--- src/rtl/asinghani_ped_pkg.sv ---
// Shared types and default constants for the pedestrian request unit.
package asinghani_ped_pkg;

    localparam int unsigned PED_DEBOUNCE_DEFAULT = 5;
    localparam int unsigned PED_HOLD_DEFAULT     = 10;
    localparam int unsigned PED_RETRY_DEFAULT    = 3000;

    typedef enum logic [1:0] {
        PED_IDLE    = 2'd0,
        PED_REQUEST = 2'd1,
        PED_WAITING = 2'd2,
        PED_SERVED  = 2'd3
    } ped_state_t;

endpackage

--- src/rtl/asinghani_ped_debounce.sv ---
// Two-flop synchronizer plus saturating debounce counter; emits one press
// strobe per qualified button hold.
module asinghani_ped_debounce
    import asinghani_ped_pkg::*;
#(
    parameter int unsigned DEBOUNCE_CYCLES = PED_DEBOUNCE_DEFAULT
) (
    input  logic clock,
    input  logic reset,
    input  logic btn_raw,
    output logic btn_s,
    output logic press
);

    localparam int unsigned CNT_W = $clog2(DEBOUNCE_CYCLES + 1);

    logic             sync1;
    logic [CNT_W-1:0] cnt;

    // Synchronize the raw pin, count stable-high cycles, strobe on first reach.
    always_ff @(posedge clock) begin
        if (reset) begin
            sync1 <= 1'b0;
            btn_s <= 1'b0;
            cnt   <= '0;
            press <= 1'b0;
        end else begin
            sync1 <= btn_raw;
            btn_s <= sync1;
            if (!btn_s) begin
                cnt <= '0;
            end else if (cnt != CNT_W'(DEBOUNCE_CYCLES)) begin
                cnt <= cnt + CNT_W'(1);
            end
            press <= btn_s && (cnt == CNT_W'(DEBOUNCE_CYCLES - 1));
        end
    end

endmodule

--- src/rtl/asinghani_ped_request.sv ---
// Pedestrian request unit: debounced press -> fixed-width req pulse -> wait
// lamp until walk acknowledge -> idle once the crossing ends.
// Optional feature macro: PED_REQ_RETRY_EN (re-request after RETRY_CYCLES
// cycles in WAITING without a walk).
module asinghani_ped_request
    import asinghani_ped_pkg::*;
#(
    parameter int unsigned DEBOUNCE_CYCLES = PED_DEBOUNCE_DEFAULT,
    parameter int unsigned REQ_HOLD_CYCLES = PED_HOLD_DEFAULT,
    parameter int unsigned RETRY_CYCLES    = PED_RETRY_DEFAULT
) (
    input  logic clock,
    input  logic reset,
    input  logic btn_raw,
    input  logic walk,
    input  logic no_walk,
    output logic req,
    output logic wait_lamp,
    output logic ack_pulse
);

    localparam logic [1:0] ST_IDLE    = PED_IDLE;
    localparam logic [1:0] ST_REQUEST = PED_REQUEST;
    localparam logic [1:0] ST_WAITING = PED_WAITING;
    localparam logic [1:0] ST_SERVED  = PED_SERVED;

    localparam int unsigned HOLD_W  = $clog2(REQ_HOLD_CYCLES + 1);
    localparam int unsigned RETRY_W = $clog2(RETRY_CYCLES + 1);

    logic              press;
    logic              btn_sync_unused;
    logic [1:0]        state, state_d;
    logic [HOLD_W-1:0] hold, hold_d;
    logic              req_d, wait_d, ack_d;

    asinghani_ped_debounce #(
        .DEBOUNCE_CYCLES(DEBOUNCE_CYCLES)
    ) u_debounce (
        .clock  (clock),
        .reset  (reset),
        .btn_raw(btn_raw),
        .btn_s  (btn_sync_unused),
        .press  (press)
    );

`ifdef PED_REQ_RETRY_EN
    logic [RETRY_W-1:0] timer, timer_d;
`else
    logic [RETRY_W-1:0] retry_cfg_unused;
    assign retry_cfg_unused = RETRY_W'(RETRY_CYCLES);
`endif

    // Next-state, counter and output decode; walk always wins over press.
    always_comb begin
        state_d = state;
        hold_d  = hold;
        ack_d   = 1'b0;
`ifdef PED_REQ_RETRY_EN
        timer_d = '0;
`endif
        case (state)
            ST_IDLE: begin
                if (walk) begin
                    state_d = ST_SERVED;
                end else if (press) begin
                    state_d = ST_REQUEST;
                    hold_d  = HOLD_W'(REQ_HOLD_CYCLES - 1);
                end
            end
            ST_REQUEST: begin
                if (walk) begin
                    state_d = ST_SERVED;
                    ack_d   = 1'b1;
                end else if (hold == '0) begin
                    state_d = ST_WAITING;
                end else begin
                    hold_d = hold - HOLD_W'(1);
                end
            end
            ST_WAITING: begin
                if (walk) begin
                    state_d = ST_SERVED;
                    ack_d   = 1'b1;
`ifdef PED_REQ_RETRY_EN
                end else if (timer == RETRY_W'(RETRY_CYCLES - 1)) begin
                    state_d = ST_REQUEST;
                    hold_d  = HOLD_W'(REQ_HOLD_CYCLES - 1);
                end else begin
                    timer_d = timer + RETRY_W'(1);
`endif
                end
            end
            ST_SERVED: begin
                if (!walk && no_walk) begin
                    state_d = ST_IDLE;
                end
            end
            default: begin
                state_d = ST_IDLE;
            end
        endcase
        req_d  = (state_d == ST_REQUEST);
        wait_d = (state_d == ST_REQUEST) || (state_d == ST_WAITING);
    end

    // State, counters and registered outputs.
    always_ff @(posedge clock) begin
        if (reset) begin
            state     <= ST_IDLE;
            hold      <= '0;
            req       <= 1'b0;
            wait_lamp <= 1'b0;
            ack_pulse <= 1'b0;
`ifdef PED_REQ_RETRY_EN
            timer     <= '0;
`endif
        end else begin
            state     <= state_d;
            hold      <= hold_d;
            req       <= req_d;
            wait_lamp <= wait_d;
            ack_pulse <= ack_d;
`ifdef PED_REQ_RETRY_EN
            timer     <= timer_d;
`endif
        end
    end

endmodule
--- config.mk ---
export PLATFORM = sky130hd
export DESIGN_NAME = asinghani_ped_request
export DESIGN_NICKNAME = d
export VERILOG_FILES = /design/src/rtl/asinghani_ped_pkg.sv /design/src/rtl/asinghani_ped_debounce.sv /design/src/rtl/asinghani_ped_request.sv
export SDC_FILE = /design/constraint.sdc
export NUM_CORES = 1
export LEC_CHECK = 0
export ABC_AREA = 1
export BUFFER_PORTS_ARGS = -buffer_cell sky130_fd_sc_hd__buf_4
export CAP_MARGIN = 30
export CORE_UTILIZATION = 59
export CTS_CLUSTER_SIZE = 40
export DETAILED_ROUTE_END_ITERATION = 10
export HOLD_SLACK_MARGIN = 0.1
export PLACE_DENSITY = 0.86
export SLEW_MARGIN = 15
export SYNTH_ARGS = -nofsm -noshare
export SYNTH_HDL_FRONTEND = slang
export SYNTH_HIERARCHICAL = 1
export SYNTH_SLANG_ARGS = --single-unit
--- constraint.sdc ---
create_clock -name clock -period 4.1 [get_ports clock]
set_input_delay 0.82 -clock clock [delete_from_list [all_inputs] [get_ports clock]]
set_output_delay 0.82 -clock clock [all_outputs]
set_load 0.03 [all_outputs]
Word level (Yosys, flattened, before mapping)
Index checks and enable logic that the tools add are counted.
- reductions and logical operators: 11
- bitwise logic cells: 2
- muxes and demuxes: 13
- add/sub/neg operators: 2
- equal/unequal tests: 11
- operators with widths (kind ; number):
    two-way mux 4 bit ; 4
    two-way mux 2 bit ; 6
    one-hot mux 2 bit (4 select lines) ; 1
    one-hot mux 4 bit (2 select lines) ; 1
    == test 2 bit (second input constant) ; 3
    != test 2 bit (second input constant) ; 3
    OR reduction 2 bit ; 3
    AND reduction 5 bit ; 1
    == test 2 x 1 -> 1 bit (second input constant) ; 2
    logical NOT 4 bit ; 1
    subtractor 4 x 1 -> 4 bit (second input constant) ; 1
    adder 3 x 1 -> 3 bit (second input constant) ; 1
    == test 3 bit (second input constant) ; 1
    != test 3 bit (second input constant) ; 1
    logical AND 1 bit ; 2
    logical NOT 2 bit ; 1
    != test 2 x 1 -> 1 bit (second input constant) ; 1
    NOT 1 bit ; 2
    nonzero test 2 bit ; 1
    logical NOT 1 bit ; 1
    logical OR 1 bit ; 1
    two-way mux 1 bit ; 1
- word-level logic and storage cells: 48
- input bits: 5
- bits in registers: 15
- output and inout bits: 3

Longest topological paths before layout
Gate-level depths: netlist (run 1).
- depth after elaboration: 6
- gate-level depth with buffers: 11
- gate-level depth less buffers: 11

Hierarchy
The synthesis (run 1) kept the hierarchy.
- by module, submodules not included (module ; seq. area each (µm²) ; instances ; cells an instance ; area an instance (µm²)):
    asinghani_ped_request ; 180.2 ; 1 ; 79 ; 530.5
    asinghani_ped_debounce ; 120.1 ; 1 ; 37 ; 271.5

Worst setup path before layout (run 1)
No wires, ideal clock.
- path type: input port to flip-flop
- start point: in walk
- end point: reg wait_lamp
- setup time: 0.126 ns
- path buffers: 0
- required time: 3.974 ns
- cell stages on the path: 8
- path slack: 2.420 ns
- arrival: 1.554 ns
- cell sequence: inv_1 > nand2_1 > nand2_1 > nand3_1 > o21ai_0 > inv_1 > ha_1 > nor2_1
- word-level cells in the longest chain between the ends: 6
- elaborated cells between the ends (all ways): 10
- classes of those cells: 2 x eq/ne; 5 x mux; 3 x reduce/logical
- ends and longest elaborated chain (what ; line ; source):
    start: declaration ; asinghani_ped_request.sv:15 ; input logic walk,
    logical NOT 1 bit ; asinghani_ped_request.sv:94 ; if (!walk && no_walk) begin
    logical AND 1 bit ; asinghani_ped_request.sv:94 ;
    two-way mux 2 bit ; asinghani_ped_request.sv:94 ;
    one-hot mux 2 bit (4 select lines) * ; asinghani_ped_request.sv:61 ; case (state)
    == test 2 x 1 -> 1 bit / == test 2 bit (equally long branches) ; asinghani_ped_request.sv:103 ; wait_d = (state_d == ST_REQUEST) || (state_d == ST_WAITING);
    logical OR 1 bit * ; asinghani_ped_request.sv:103 ;
    end signal: assignment ; asinghani_ped_request.sv:121 ; wait_lamp <= wait_d;
    end: declaration ; asinghani_ped_request.sv:18 ; output logic wait_lamp,
Mark *: on every way between the ends. The rest lies on a longest branch, timed or not.
A chain may end at the register's enable or synchronous reset.

Worst setup path in the final report (run 1)
- start point: reg state[1]
- end point: reg wait_lamp
- word-level cells in the longest chain between the ends: 5
- elaborated cells between the ends (all ways): 14
- classes of those cells: 5 x eq/ne; 7 x mux; 2 x reduce/logical
- ends and longest elaborated chain (what ; line ; source):
    start: declaration ; asinghani_ped_request.sv:32 ; logic [1:0] state, state_d;
    start signal: assignment ; asinghani_ped_request.sv:118 ; state <= state_d;
    two-way mux 2 bit, on equally long branches ; asinghani_ped_request.sv:74, asinghani_ped_request.sv:65 ;
    two-way mux 2 bit, on equally long branches ; asinghani_ped_request.sv:71, asinghani_ped_request.sv:63 ;
    one-hot mux 2 bit (4 select lines) * ; asinghani_ped_request.sv:61 ;
    == test 2 x 1 -> 1 bit / == test 2 bit (equally long branches) ; asinghani_ped_request.sv:103 ;
    logical OR 1 bit * ; asinghani_ped_request.sv:103 ;
Marks and branches as above.

==> reports/qor.yml, run 1 <==
final.min_clock_period_ns: 1.740
worstSetupPathType: "flop to flop"
largest_buffer_count_on_any_clock_path: 2
yosysMostFrequentCell: "nand2_1"
p_sw_share_pct: 39.47
dr_total_vias: 686
routed_wire_length_per_instance_um: 10.07
drc: 0
post-layout-total-power_w: 0.0004636
drtPass1Iterations: 4
timing.final.hold_violations: 0
diodes: 0
synthTopCellsByArea: "dfxtp_1 (37%), nand2_1 (15%), ha_1 (14%)"
timing.setup.tns_ns: 0
timing.critical_path.arrival_ns: 1.92
r2r_setup_slack_ns: 2.36
worst_ir_drop_vdd_v: 0.0003950
chip_height_um: 38.87
synth_edf_count: 0
share_seq_of_total_power_pct: 39.9
die_boundary_width_um: 38.87
postSynthAreaPerCell_um2: 6.914
tritoncts.num_buffers: 3
core.rowCount: 12
crit_path_cell_trace: "inv_1 > ha_1 > nand2_1 > nand2_1 > inv_1 > nor2_1 > o21ai_0 > inv_1 > ha_1 > nor2_1"
endpoint_kind: "flop"
ys.warnings.count: 6
setup_ws_ns: 2.360
vias_per_cell: 4.900
wirelength_um: 1410
setup_violations: 0
path_common_cell: "inv_1"
tritoncts: "built"
ctsHtreeMaxLevel: 1
clkTransAtPathRegs_ns: 0.09
rsz0062_at_grt: "no"
syn_area_um2: 802.0
cap_viol_max_count: 0
post_synth_inst_count: 116
root_buffer: "clkbuf_4"
final_antenna_net_count: 0
worst-path-max-fanout: 7
hold_start: "u_debounce/sync1"
place.detailed.hpwl_um: 1107
fin_crit_sh_pct: 42.45
synth-main-ff-cell: "dfxtp_1"
synth-async-reset-ratio_pct: 0
timing.critical_path.slowest_cell_delay_ns: 0.39
clk_latency_ns: 0.27
cts_resized: 0
design_area_um2: 894.6
hold_path_end: "u_debounce/btn_s"
final_layout_size_suffix_gt1_share_pct: 14.29
port-buffer-count: 7
buffering_stage_count_on_the_worst_path_with_inverters_included: 3
worst_slew_pin_slew_ns: 0.2433
numClockSinks: 15
maxClockFrequency_mhz: 574.6
clkPwrFrac_pct: 17.6
internal_power_w: 0.0002806
syn_to_final_growth_pct: 11.54
cp.required_ns: 4.28
cts_hold_buf: 0
critical_path_depth: 10
p_switching_w: 0.0001830
pwr-share-comb_pct: 42.5
fin_nets: 141
drv_slew: 0
grt_pass1_wl_um: 2256
grt_max_degree: 13
r2r-end: "wait_lamp"
critical-path-top-delay-family: "adder cells"
ys_seq_elements: 15
ios: 8
die_area_um2: 1511
r2r_start: "state[1]"
synth.yosys.seq_area_share_pct: 37.44
timing.hold.worst_path_depth: 2
maxSlewHeadroom_pct: 83.61
grt_util_all_layers_pct: 22.49
synth_top_area_share_pct: 37.44
pre_cts_slack_ns: 2.170
core_outline_area_um2: 1186
dpl_cell_area_um2: 868.3
ff2ff_path_depth: 10
gp_congestion: 0.7049
synth_largest_area_cell: "dfxtp_1"
power.static_leakage_nw: 0.4469
worstHoldPathType: "flop to flop"
synth.cells.most_frequent: "nand2_1 (31), inv_1 (22), nor2_1 (16), dfxtp_1 (15), ha_1 (9)"
first_global_vias: 601
initial_antenna_violation_count: 0
crit_path_top_delay_cell: "dfxtp_1"
initial_utilization_pct: 67.62
post_synth_num_cell_types: 13
power_per_cell_area_nw_per_um2: 518.2
cp-start-kind: "flop"
first_iter_violations: 27
cts_post_setup_buffers_inserted: 0
run_status: "finished, final reports clean"
globalRoute.totalOverflow: 0
clock_skew_ns: 0.002489
syn-num-nets: 130
[flip-flops by register name (all words and copies together), names as in the netlist]
name,cells
u_debounce/btn_s,1
wait_lamp,1
u_debounce/sync1,1
req,1
hold,4
ack_pulse,1
state,2
u_debounce/cnt,3
u_debounce/press,1
[metrics by stage]
stage	hold WS, ns	util (%)	std cells
finish	0.4213	75.42	140
global route	0.4313	75.42	140
CTS	0.4235	75.42	140
detailed placement	0.4097	73.21	136
global placement	0.3913	73.21	136
floorplan	0.3883	-	116
[power groups by stage]
stage	clock network (W)	logic (W)	registers [W]
floorplan	0	0.000129	0.000205
global placement	0	0.000191	0.000187
detailed placement	0	0.000198	0.000188
CTS	0.0000838	0.000199	0.000185
global route	0.0000869	0.000227	0.000188
finish	0.0000818	0.000197	0.000185
[cells in the final DEF, fill, tap and decap left out]
cell type | Yosys | final
nor2_2 | 4 | 4
o211ai_1 | 1 | 1
buf_4 | 0 | 7
clkbuf_1 | 1 | 1
nand3_1 | 7 | 7
clkbuf_4 | 0 | 3
nand2_2 | 4 | 4
nand2_1 | 31 | 31
nor2_1 | 16 | 16
ha_1 | 9 | 9
inv_1 | 22 | 22
xor2_1 | 1 | 1
a21oi_1 | 4 | 4
o21ai_0 | 1 | 1
dfxtp_1 | 15 | 15
[kinds of logic (layout without fill, tap and decap cells)]
family                     count (synthesis)  after routing  synth area share, %
buffers and inverters                     23             33                10.76
adders and majority gates                  9              9                14.04
AOI/OAI and AO/OA                          6              6                4.056
DFF                                       15             15                37.44
and+or+nand+nor                           62             62                32.60
xor gates and xnor gates                   1              1                1.092
[worst max path at each step]
stage	startpoint	end
2_1_floorplan	walk	wait_lamp
3_3_place_gp	walk	wait_lamp
3_5_place_dp	walk	wait_lamp
4_1_cts	state[1]	wait_lamp
5_1_grt	state[1]	wait_lamp
6_report	state[1]	wait_lamp
[routing by layer]
metal | share of wire [%] | GRT usage [%] | wire length [um] | vias to the layer above
li1 | - | - | - | 366
met1 | 45 | 25.90 | 638 | 302
met2 | 50 | 40.00 | 711 | 16
met3 | 3.3 | 1.734 | 47 | 2
met4 | 0.85 | 12.93 | 12 | 0
met5 | 0 | 0 | 0 | -
[worst min-delay path: cells and delay by family, from the launching register on]
| kind | cells | cell delay [ns] |
|---|---|---|
| flops | 1 | 0.31 |
| simple gates | 1 | 0.03 |
| buf+inv | 1 | 0.05 |
[final cells by class]
type | instances | area (um2)
Multi-Input combinational cell | 78 | 415.4
Sequential cell | 15 | 300.3
Fill cell | 95 | 291.5
Inverter | 22 | 82.58
Timing Repair Buffer | 7 | 52.55
Clock buffer | 4 | 26.28
Tap cell | 14 | 17.52
No activity file was read; power rests on OpenSTA's default activity.
==> inputs of run 2 (changes only) <==
--- a/config.mk
+++ b/config.mk
@@ -5,14 +5,14 @@
 export SDC_FILE = /design/constraint.sdc
 export NUM_CORES = 1
 export LEC_CHECK = 0
-export ABC_AREA = 1
+export ABC_AREA = 0
 export BUFFER_PORTS_ARGS = -buffer_cell sky130_fd_sc_hd__buf_4
 export CAP_MARGIN = 30
-export CORE_UTILIZATION = 59
+export CORE_UTILIZATION = 55
 export CTS_CLUSTER_SIZE = 40
 export DETAILED_ROUTE_END_ITERATION = 10
 export HOLD_SLACK_MARGIN = 0.1
-export PLACE_DENSITY = 0.86
+export PLACE_DENSITY = 0.81
 export SLEW_MARGIN = 15
 export SYNTH_ARGS = -nofsm -noshare
 export SYNTH_HDL_FRONTEND = slang
==> constraint.sdc (replaced) <==
create_clock -name clock -period 1.8 [get_ports clock]
set_input_delay 0.36 -clock clock [delete_from_list [all_inputs] [get_ports clock]]
set_output_delay 0.36 -clock clock [all_outputs]
set_load 0.03 [all_outputs]
==> reports/qor.yml, run 2 <==
synth.yosys.seq_area_share_pct: 38.52  # +1.1 points
worst_ir_drop_vdd_v: 0.0007319  # +85%
clock_skew_ns: 0.007216  # +0.004727 ns
share_seq_of_total_power_pct: 38.1  # -1.8 points
rsz0062_at_grt: "no"
clkPwrFrac_pct: 17.6  # about the same
crit_path_cell_trace: "inv_1 > ha_1 > inv_1 > o31ai_1 > a21oi_1 > ha_1 > nor2_1"
syn_area_um2: 779.5  # -2.8%
clkTransAtPathRegs_ns: 0.10  # about the same
routed_wire_length_per_instance_um: 12.17  # +21%
largest_register_by_flop_count: "hold"
drtPass1Iterations: 3  # -1
root_buffer: "clkbuf_4"
cts_hold_buf: 0  # unchanged
grt_util_all_layers_pct: 21.45  # -1.0 points
p_switching_w: 0.0004241  # +130%
tritoncts: "built"
setup_violations: 0  # unchanged
timing.critical_path.arrival_ns: 1.85  # -0.07 ns
layout.cells.most_common: "dfxtp_1"
post_synth_num_cell_types: 32  # +19
core.rowCount: 13  # +1
maxClockFrequency_mhz: 600.5  # +4.5%
power.static_leakage_nw: 0.3742  # -16%
p_sw_share_pct: 37.11  # -2.4 points
hold-worst-slack_ns: 0.2888  # -0.1326 ns
worst-path-max-fanout: 3  # -4
ios: 8  # unchanged
core_outline_area_um2: 1318  # +11%
dr_total_vias: 591  # -14%
drc: 0  # unchanged
r2r_start: "hold[0]"
synth_top_area_share_pct: 38.52  # +1.1 points
final_layout_size_suffix_gt1_share_pct: 24.47  # +10 points
power_per_cell_area_nw_per_um2: 1274  # +150%
final_antenna_net_count: 0  # unchanged
fin_nets: 109  # -23%
globalRoute.totalOverflow: 0  # unchanged
finalNonFillerCells: 109  # -22%
vias_per_cell: 5.422  # +11%
initial_utilization_pct: 59.16  # -8.5 points
timing.hold.worst_path_depth: 2  # unchanged
largest_buffer_count_on_any_clock_path: 2  # unchanged
cp-start-kind: "flop"
timing.setup.tns_ns: 0  # unchanged
pwr-share-comb_pct: 44.3  # +1.8 points
ctsHtreeMaxLevel: 1  # unchanged
place.detailed.hpwl_um: 1015  # -8.3%
numClockSinks: 15  # unchanged
synth-async-reset-ratio_pct: 0  # unchanged
worstSetupPathType: "flop to flop"
max_reg_flops: 4  # unchanged
biggest_registers_after_layout: "hold (4), u_debounce/cnt (3), state (2)"
tritoncts.num_buffers: 3  # unchanged
grt_pass1_wl_um: 2145  # -4.9%
r2r-end: "wait_lamp"
hold_path_end: "u_debounce/sync1"
maxSlewHeadroom_pct: 69.70  # -14 points
synth_largest_area_cell: "dfxtp_1"
die_area_um2: 1572  # +4.0%
gp_congestion: 0.6952  # -1.4%
cap_viol_max_count: 0  # unchanged
grt_max_degree: 14  # +1
ys_seq_elements: 15  # unchanged
synth_edf_count: 0  # unchanged
crit_path_top_delay_cell: "o31ai_1"
synth.cells.most_frequent: "dfxtp_1 (15), ha_1 (9), inv_1 (8), a21oi_1 (6), nor2_1 (6)"
initial_antenna_violation_count: 0  # unchanged
fin_crit_sh_pct: 92.51  # +50 points
post-layout-total-power_w: 0.001143  # +150%
post_synth_inst_count: 84  # -28%
clk_latency_ns: 0.29  # +0.02 ns
ff2ff_path_depth: 7  # -3
postSynthAreaPerCell_um2: 9.280  # +34%
hold_start: "btn_raw"
syn_to_final_growth_pct: 15.09
final_cell_mix: "dfxtp_1 (13), buf_4 (8), inv_1 (7), ha_1 (7)"
die_boundary_width_um: 39.65  # +2.0%
timing.final.hold_violations: 0  # unchanged
drv_slew: 0  # unchanged
final.min_clock_period_ns: 1.665  # -0.07513 ns
internal_power_w: 0.0007188  # +160%
synthTopCellsByArea: "dfxtp_1 (39%), ha_1 (14%), a21oi_1 (3.9%)"
run_status: "finished, final reports clean"
synth-main-ff-cell: "dfxtp_1"
yosysMostFrequentCell: "dfxtp_1"
worst_slew_pin_slew_ns: 0.4506  # +0.2073 ns
ys.warnings.count: 6  # unchanged
wirelength_um: 1326  # -6.0%
worstHoldPathType: "input port to flop"
syn-num-nets: 98  # -25%
r2r_setup_slack_ns: 0.13  # -2.22 ns
first_global_vias: 521  # -13%
port-buffer-count: 7  # unchanged
diodes: 0  # unchanged
timing.critical_path.slowest_cell_delay_ns: 0.39  # about the same
first_iter_violations: 5  # -81%
cp.required_ns: 1.99  # -2.29 ns
placed_cells: 105  # -23%
chip_height_um: 39.65  # +2.0%
endpoint_kind: "flop"
[run 2: cell count changes in the layout (fill, tap and decap cells not counted), moves of 2 or more]
cell,previous run,this run
nor2_1,16,6
inv_1,22,7
and3b_1,0,2
nand2b_1,0,2
a21oi_1,4,6
dfxtp_1,15,13
nand2_2,4,0
nand2_1,31,3
ha_1,9,7
nor2_2,4,0
nand3_1,7,2
nor2b_1,0,4
nor3_1,0,4
[run 2: power by group through the flow]
stage,logic (W),clock network [W],registers [W]
floorplan,0.000287,0,0.000468
global placement,0.000448,0,0.000424
detailed placement,0.000465,0,0.000427
CTS,0.000484,0.000206,0.000420
global route,0.000560,0.000219,0.000446
finish,0.000506,0.000202,0.000435
[run 2: metal layers]
metal | up-vias | global-route usage (%) | routed length, um | share of wire (%)
met2 | 6 | 38.11 | 659 | 50
met4 | 0 | 10.34 | 14 | 1.1
li1 | 313 | - | - | -
met3 | 2 | 8.523 | 29 | 2.2
met1 | 270 | 21.18 | 622 | 47
met5 | - | 0 | 0 | 0
[run 2: what timing repair did]
| item | CTS | global route |
|---|---|---|
| setup endpoints to repair | 2 | 3 |
| buffers inserted | 0 | 0 |
| resized for setup | 2 | 7 |
[run 2: cell families (layout without fill, tap and decap cells)]
| family | count (synthesis) | after routing | share of synthesized area [%] |
|---|---|---|---|
| AOI/OAI and AO/OA | 18 | 18 | 15.73 |
| buffers and inverters | 10 | 20 | 5.938 |
| DFF | 15 | 15 | 38.52 |
| muxes | 1 | 1 | 1.284 |
| adders and majority gates | 9 | 9 | 14.45 |
| and+or+nand+nor | 31 | 31 | 24.08 |
[run 2: how the worst max path moves through the flow]
stage / cells after the start / slack [ns] / from / end
CTS: 6 / 0.05 / state[0] / hold[2]
global placement: 8 / 0.06 / state[1] / wait_lamp
detailed placement: 8 / 0.003 / state[1] / wait_lamp
floorplan: 8 / 0.09 / state[1] / wait_lamp
global route: 7 / 0.008 / state[0] / wait_lamp
finish: 7 / 0.13 / hold[0] / wait_lamp
[run 2: critical path, delay by kind of cell (launching register included)]
kind / cells / cell delay [ns]
and+or+nand+nor: 1 / 0.03
DFF: 1 / 0.33
AOI/OAI and AO/OA: 2 / 0.57
buffers and inverters: 2 / 0.13
adders and majority gates: 2 / 0.49
[run 2: final cells by class]
cell class / count / area, um2
multi-input combinational: 59 / 452.9
fill: 111 / 420.4
sequential: 15 / 305.3
timing repair buffer: 8 / 60.06
inverter: 8 / 30.03
clock buffer: 3 / 22.52
tap: 15 / 18.77
clock inverter: 1 / 7.507
[run 2: stage by stage]
| step | utilization, % | instance area (um2) | worst slack, ns |
|---|---|---|---|
| 2_1_floorplan | - | 779.5 | 0.08987 |
| 3_3_place_gp | 63.91 | 842.1 | 0.05863 |
| 3_5_place_dp | 63.91 | 842.1 | 0.002674 |
| 4_1_cts | 66.76 | 879.6 | 0.04547 |
| 5_1_grt | 68.09 | 897.1 | 0.008033 |
| 6_report | 68.09 | 897.1 | 0.1347 |
